===== src/rtl/lane_phase_sequencer_pkg.sv =====
// traffic_pkg: phase states, light field encodings and lane legality helpers shared by the sequencer.
package traffic_pkg;
    typedef enum logic [1:0] {ALLRED, GREEN, YELLOW} phase_t;
    localparam logic [1:0] LIGHT_RED = 2'b00, LIGHT_YELLOW = 2'b01, LIGHT_GREEN = 2'b11;
    localparam logic [7:0] LANE_NS = 8'b00110011, LANE_EW = 8'b11001100;
    function automatic logic lane_is_legal(input logic [7:0] lane);
        return lane == LANE_NS || lane == LANE_EW;
    endfunction
    function automatic logic [7:0] yellowOf(input logic [7:0] l);
        logic [7:0] y;
        for (int i = 0; i < 4; i++) y[2*i+:2] = l[2*i+:2] == LIGHT_GREEN ? LIGHT_YELLOW : l[2*i+:2];
        return y;
    endfunction
endpackage


===== src/rtl/lane_phase_sequencer_if.sv =====
// lane_phase_sequencer_if: lane request in, light drive and status out.
interface lane_phase_sequencer_if;
    logic       tick;
    logic [7:0] laneRequest;
    logic [6:0] loadTime;
    logic [7:0] lights;
    logic       phaseAck;
    logic [6:0] timeRemaining;
    logic       fault;
    modport master (output tick, laneRequest, loadTime, input lights, phaseAck, timeRemaining, fault);
    modport slave (input tick, laneRequest, loadTime, output lights, phaseAck, timeRemaining, fault);
endinterface


===== src/rtl/lane_phase_sequencer_phase_counter.sv =====
// phase_counter: tick-enabled 7-bit down-counter with synchronous load; expire flags the last tick.
module phase_counter #(
    parameter logic [6:0] INIT = 7'd1
) (
    input  logic       clk,
    input  logic       rst,
    input  logic       tick,
    input  logic       load,
    input  logic [6:0] loadVal,
    output logic [6:0] count,
    output logic       expire
);
    assign expire = tick && count == 7'd1;
    always_ff @(posedge clk or negedge rst)
        if (!rst) count <= INIT;
        else if (load) count <= loadVal;
        else if (tick) count <= count - 7'd1;
endmodule


===== src/rtl/lane_phase_sequencer.sv =====
// lane_phase_sequencer: green -> yellow -> all-red sequencing of the requested lane pattern.
module lane_phase_sequencer
    import traffic_pkg::*;
#(
    parameter int YELLOW_TIME = 3,
    parameter int ALLRED_TIME = 1
) (
    input logic clk,
    input logic rst,
    lane_phase_sequencer_if.slave bus
);
    phase_t     state;
    logic [7:0] lights;
    logic       phaseAck, fault, expire, legal, same;
    logic [6:0] loadClamp, nextTime;
    assign legal = lane_is_legal(bus.laneRequest);
    assign same = bus.laneRequest == lights;
    assign loadClamp = bus.loadTime == 7'd0 ? 7'd1 : bus.loadTime;
    // Reload value for whichever state the expiry leads into.
    assign nextTime = state == YELLOW ? 7'(ALLRED_TIME) :
                      state == GREEN ? (same ? loadClamp : 7'(YELLOW_TIME)) :
                      (legal ? loadClamp : 7'(ALLRED_TIME));
    phase_counter #(.INIT(7'(ALLRED_TIME))) u_cnt (
        .clk(clk), .rst(rst), .tick(bus.tick), .load(expire),
        .loadVal(nextTime), .count(bus.timeRemaining), .expire(expire)
    );
    always_ff @(posedge clk or negedge rst) begin
        if (!rst) begin
            state <= ALLRED;
            lights <= {4{LIGHT_RED}};
            phaseAck <= 1'b0;
            fault <= 1'b0;
        end else begin
            phaseAck <= expire && state != YELLOW;
            if (expire)
                case (state)
                    ALLRED: if (legal) begin
                        state <= GREEN;
                        lights <= bus.laneRequest;
                    end else fault <= 1'b1;
                    GREEN: if (!same) begin
                        state <= YELLOW;
                        lights <= yellowOf(lights);
                    end
                    default: begin
                        state <= ALLRED;
                        lights <= {4{LIGHT_RED}};
                    end
                endcase
        end
    end
    assign bus.lights = lights;
    assign bus.phaseAck = phaseAck;
    assign bus.fault = fault;
endmodule


===== src/flat_wrapper.sv =====
// flat-port wrapper written by rule: the top's interface ports become plain ports
module lane_phase_sequencer_flat import traffic_pkg::*;
#(
    parameter int YELLOW_TIME = 3,
    parameter int ALLRED_TIME = 1
)
  (clk, rst, bus_tick, bus_laneRequest, bus_loadTime, bus_lights, bus_phaseAck, bus_timeRemaining, bus_fault);
  lane_phase_sequencer_if bus_i ();
  input logic clk;
  input logic rst;
  input wire logic [$bits(bus_i.tick)-1:0] bus_tick;
  input wire logic [$bits(bus_i.laneRequest)-1:0] bus_laneRequest;
  input wire logic [$bits(bus_i.loadTime)-1:0] bus_loadTime;
  output wire logic [$bits(bus_i.lights)-1:0] bus_lights;
  output wire logic [$bits(bus_i.phaseAck)-1:0] bus_phaseAck;
  output wire logic [$bits(bus_i.timeRemaining)-1:0] bus_timeRemaining;
  output wire logic [$bits(bus_i.fault)-1:0] bus_fault;
  assign bus_i.tick = bus_tick;
  assign bus_i.laneRequest = bus_laneRequest;
  assign bus_i.loadTime = bus_loadTime;
  assign bus_lights = bus_i.lights;
  assign bus_phaseAck = bus_i.phaseAck;
  assign bus_timeRemaining = bus_i.timeRemaining;
  assign bus_fault = bus_i.fault;
  lane_phase_sequencer #(.YELLOW_TIME(YELLOW_TIME), .ALLRED_TIME(ALLRED_TIME)) u_core (.clk(clk), .rst(rst), .bus(bus_i));
endmodule

===== config.mk =====
export PLATFORM = sky130hd
export DESIGN_NAME = lane_phase_sequencer_flat
export DESIGN_NICKNAME = d
export VERILOG_FILES = /design/src/rtl/lane_phase_sequencer_pkg.sv /design/src/rtl/lane_phase_sequencer_if.sv /design/src/rtl/lane_phase_sequencer_phase_counter.sv /design/src/rtl/lane_phase_sequencer.sv /design/src/flat_wrapper.sv
export SDC_FILE = /design/constraint.sdc
export NUM_CORES = 1
export LEC_CHECK = 0
export BUFFER_PORTS_ARGS = -buffer_cell sky130_fd_sc_hd__buf_2
export CORE_MARGIN = 3
export CORE_UTILIZATION = 50
export CTS_CLUSTER_DIAMETER = 60
export DETAILED_ROUTE_END_ITERATION = 16
export PLACE_DENSITY = 0.78
export RECOVER_POWER = 100
export SYNTH_ARGS = -nofsm -noshare
export SYNTH_HDL_FRONTEND = slang
export SYNTH_SLANG_ARGS = --single-unit

===== constraint.sdc =====
create_clock -name clk -period 2.5 [get_ports clk]
set_input_delay 0 -clock clk [delete_from_list [all_inputs] [get_ports clk]]
set_output_delay 0 -clock clk [all_outputs]
set_load 0.05 [all_outputs]

==> impl_results.md <==
- Pint: 0.6871 mW
- Fmax: roughly 460 MHz
- Hold WC Path Type: input pin to flop
- CTS tree: yes
- Clock sinks: 19
- DP HPWL: about 2100 um
- Overflow after GRT: 0
- CTS Buffer Depth: 2
- Arr. time, crit path: between 2 and 2.5 ns
- Pre-CTS WS: 0.5166 ns
- Io pins: 35
- Setup violations, final: 0
- Async set or reset register ratio after synthesis: 100.0%
- Util after Layout: about two thirds
- Largest net degree at the start of global routing: 20
- Crit Path Max Fanout: 7
- Layout cells sized above 1: between 20% and 30%
- Post-Layout Inst Area: ~1400 sq um
- Core Box Area: slightly above 2000 sq um
- RSZ-0062 raised after global routing: no
- Diodes inserted: 0
- Worst skew pair latency: a little over 0.3 ns
- First-pass GRT wire length: about 4700 um
- Pleak: approximately 0.66 nW
- Cell count after synthesis: approximately 110
- Fin nets: roughly 180
- Port-buffer cells: 34
- Synthesized net count: 133
- WL final: 2949 um
- Die area: a little under 3000 sq um
- Synth cell count leaders: dfrtp_1 (18), nor3_1 (9), inv_1 (8), xor2_1 (8), nand2_1 (7)
- Crit end category: flop
- Data required time of the worst path: between 2 and 3 ns
- Power density over the cells: between 1000 and 1500 nW/um^2
- Critical path class: flop to flop
- Minimum clock period: 2.167 ns
- Antenna viol nets, final: 0
- Yosys reg bits: 19
- Count leader, synth: dfrtp_1
- Share of the synthesized area in the top cell type: about two fifths
- Via count: approximately 1,100
- Synth unique cells: 37
- Overall Power: approximately 1.5 mW
- # fillers: about 160
- DR pass1 iterations: 5
- Worst vdd ir: about 0.73 mV
- Syn-to-layout area delta: 22.61%
- Post-route setup slack: around 0.33 ns
- Share of power burned in registers: ~38%
- Net Sw Power: approximately 0.8 mW
- Final clock skew: a little under 0.007 ns
- H-tree depth: 1
- DIE HEIGHT: 53.98 um
- Post-CTS sizing: 0
- Routed WL per cell: between 15 and 20 um
- Most used DFF post-synth: dfrtp_1
- Status: completed
- Post-CTS repair timing setup buffer count: 0
- Initial antenna violation count: 0
- Setup TNS: 0 ns
- Max Cap Viol: 0
- Clock Power Share: 10.8%
- Final Hold Violating Endpoints: 0
- Die width: 53.98 um
- Num rows: 16
- Routed vias/inst: between 5 and 6
- Fin. max-slew vios: 0
- Synth warn: 0
- Gr usage total: a little under a quarter
- Placed cell areas: 1350 sq um
- Syn avg cell area: slightly above 10 sq um
- CTS Root Cell: clkbuf_4
- Final Cycle Share: ~87%
- EDFF count, synth: 0
- Seq/Total Area, Yosys: 41.41%
- Crit path launch type: flop
- DRC errors left: 0
- Synth Cell Area: ~1200 sq um
- Cts hold-fix bufs: 7
- Number of global-route vias before repair: 1,020
- Reg clk slew, reported paths: ~0.12 ns
- Total CTS buffers: 3
- Slew @ Worst Pin: around 1 ns
- Switch share: between 50% and 60%
- Max-slew headroom: 33.35%
- Largest cells by area after synthesis: dfrtp_1 (39%), xor2_1 (6.1%), nor3_1 (3.9%)
- DRT iter0 DRCs: 60
- Logic pwr share: roughly half
- Cell taking the most area after synthesis: dfrtp_1
- Placer Congestion: roughly 0.99
- Initial Utilization: between 50% and 60%
-- metrics by stage --
| stage | std cells | hold WS, ns |
|---|---|---|
| after floorplan | 113 | -0.2956 |
| after global placement | 173 | -0.04858 |
| after detailed placement | 173 | -0.04221 |
| after CTS | 184 | 0.01414 |
| after global routing | 184 | 0.03921 |
| final | 184 | 0.01252 |
-- power by group through the flow --
stage                     clock, mW  sequential (mW)  combinational [mW]
final                         0.162            0.563               0.773
after CTS                     0.163            0.557               0.802
after global placement            0            0.559               0.786
after detailed placement          0            0.563               0.791
after global routing          0.177            0.580               0.828
after floorplan                   0            0.867               0.285
-- path summary, 6_finish.rpt --
path	from	to	slack (ns)	depth (start not counted)
max reg2reg	u_core.u_cnt.count[0]	u_core.bus.lights[1]	0.33	6
max	u_core.u_cnt.count[0]	u_core.bus.lights[1]	0.33	6
min	bus_loadTime[1]	u_core.u_cnt.count[1]	0.01	3
max in group asynchronous	rst	u_core.bus.lights[1]	1.53	2
min reg2reg	u_core.bus.fault	u_core.bus.fault	0.50	1
min in group asynchronous	rst	u_core.u_cnt.count[3]	0.36	2
-- worst max-delay path, stage by stage, from the launching register on --
cell,delay (ns)
dfstp_2,0.59
ha_1,0.18
nor4b_4,0.29
nand2_1,0.27
a31oi_4,0.24
o31ai_1,0.16
a211o_1,0.32
-- layer usage --
| layer | track usage [%] | up-vias | share of wire (%) |
|---|---|---|---|
| met1 | 28.99 | 510 | 41 |
| met4 | 8.714 | 0 | 1.4 |
| met3 | 3.878 | 5 | 8.9 |
| li1 | - | 511 | - |
| met5 | 0 | - | 0 |
| met2 | 37.50 | 67 | 49 |
-- flip-flops by register name, summed over array words and instances (netlist names) --
signal / count
u_core.state: 2
u_core.u_cnt.count: 7
u_core.bus.lights: 8
u_core.bus.phaseAck: 1
u_core.bus.fault: 1
-- cell usage in the layout (no fill, tap or decap), types with 2 or more instances in the layout --
cell type	count
nand2_1	8
nand3_1	4
xor2_1	8
a211o_1	4
nor3_1	9
o21bai_1	4
dlygate4sd3_1	7
nand4b_1	2
inv_1	8
clkbuf_1	18
nor4_1	2
clkbuf_4	3
nand2b_1	3
ha_1	2
o21ai_0	3
buf_2	16
and3_1	4
nor2_1	6
dfrtp_1	18
a21oi_1	5
nor4_2	2
a221o_1	3
-- final cells by class --
type	count	area (sq um)	share of cell area [%]
clock buffer	3	22.52	1.596
clock inverter	1	5.005	0.3546
inverter	8	30.03	2.128
multi-input combinational	85	625.6	44.33
sequential	19	476.7	33.78
tap	27	33.78	2.394
timing repair buffer	41	217.7	15.43
-- kinds of logic (layout without fill, tap and decap cells) --
kind of cell,count (synthesis),after routing,share of synthesized area [%]
fa+ha+maj,2,2,2.174
mux,1,1,0.9782
compound gates,29,29,21.63
buf+inv,9,53,3.043
xor+xnor,8,8,6.087
flops,19,19,41.41
simple gates,45,45,24.67
No activity file was read; power rests on OpenSTA's default activity.
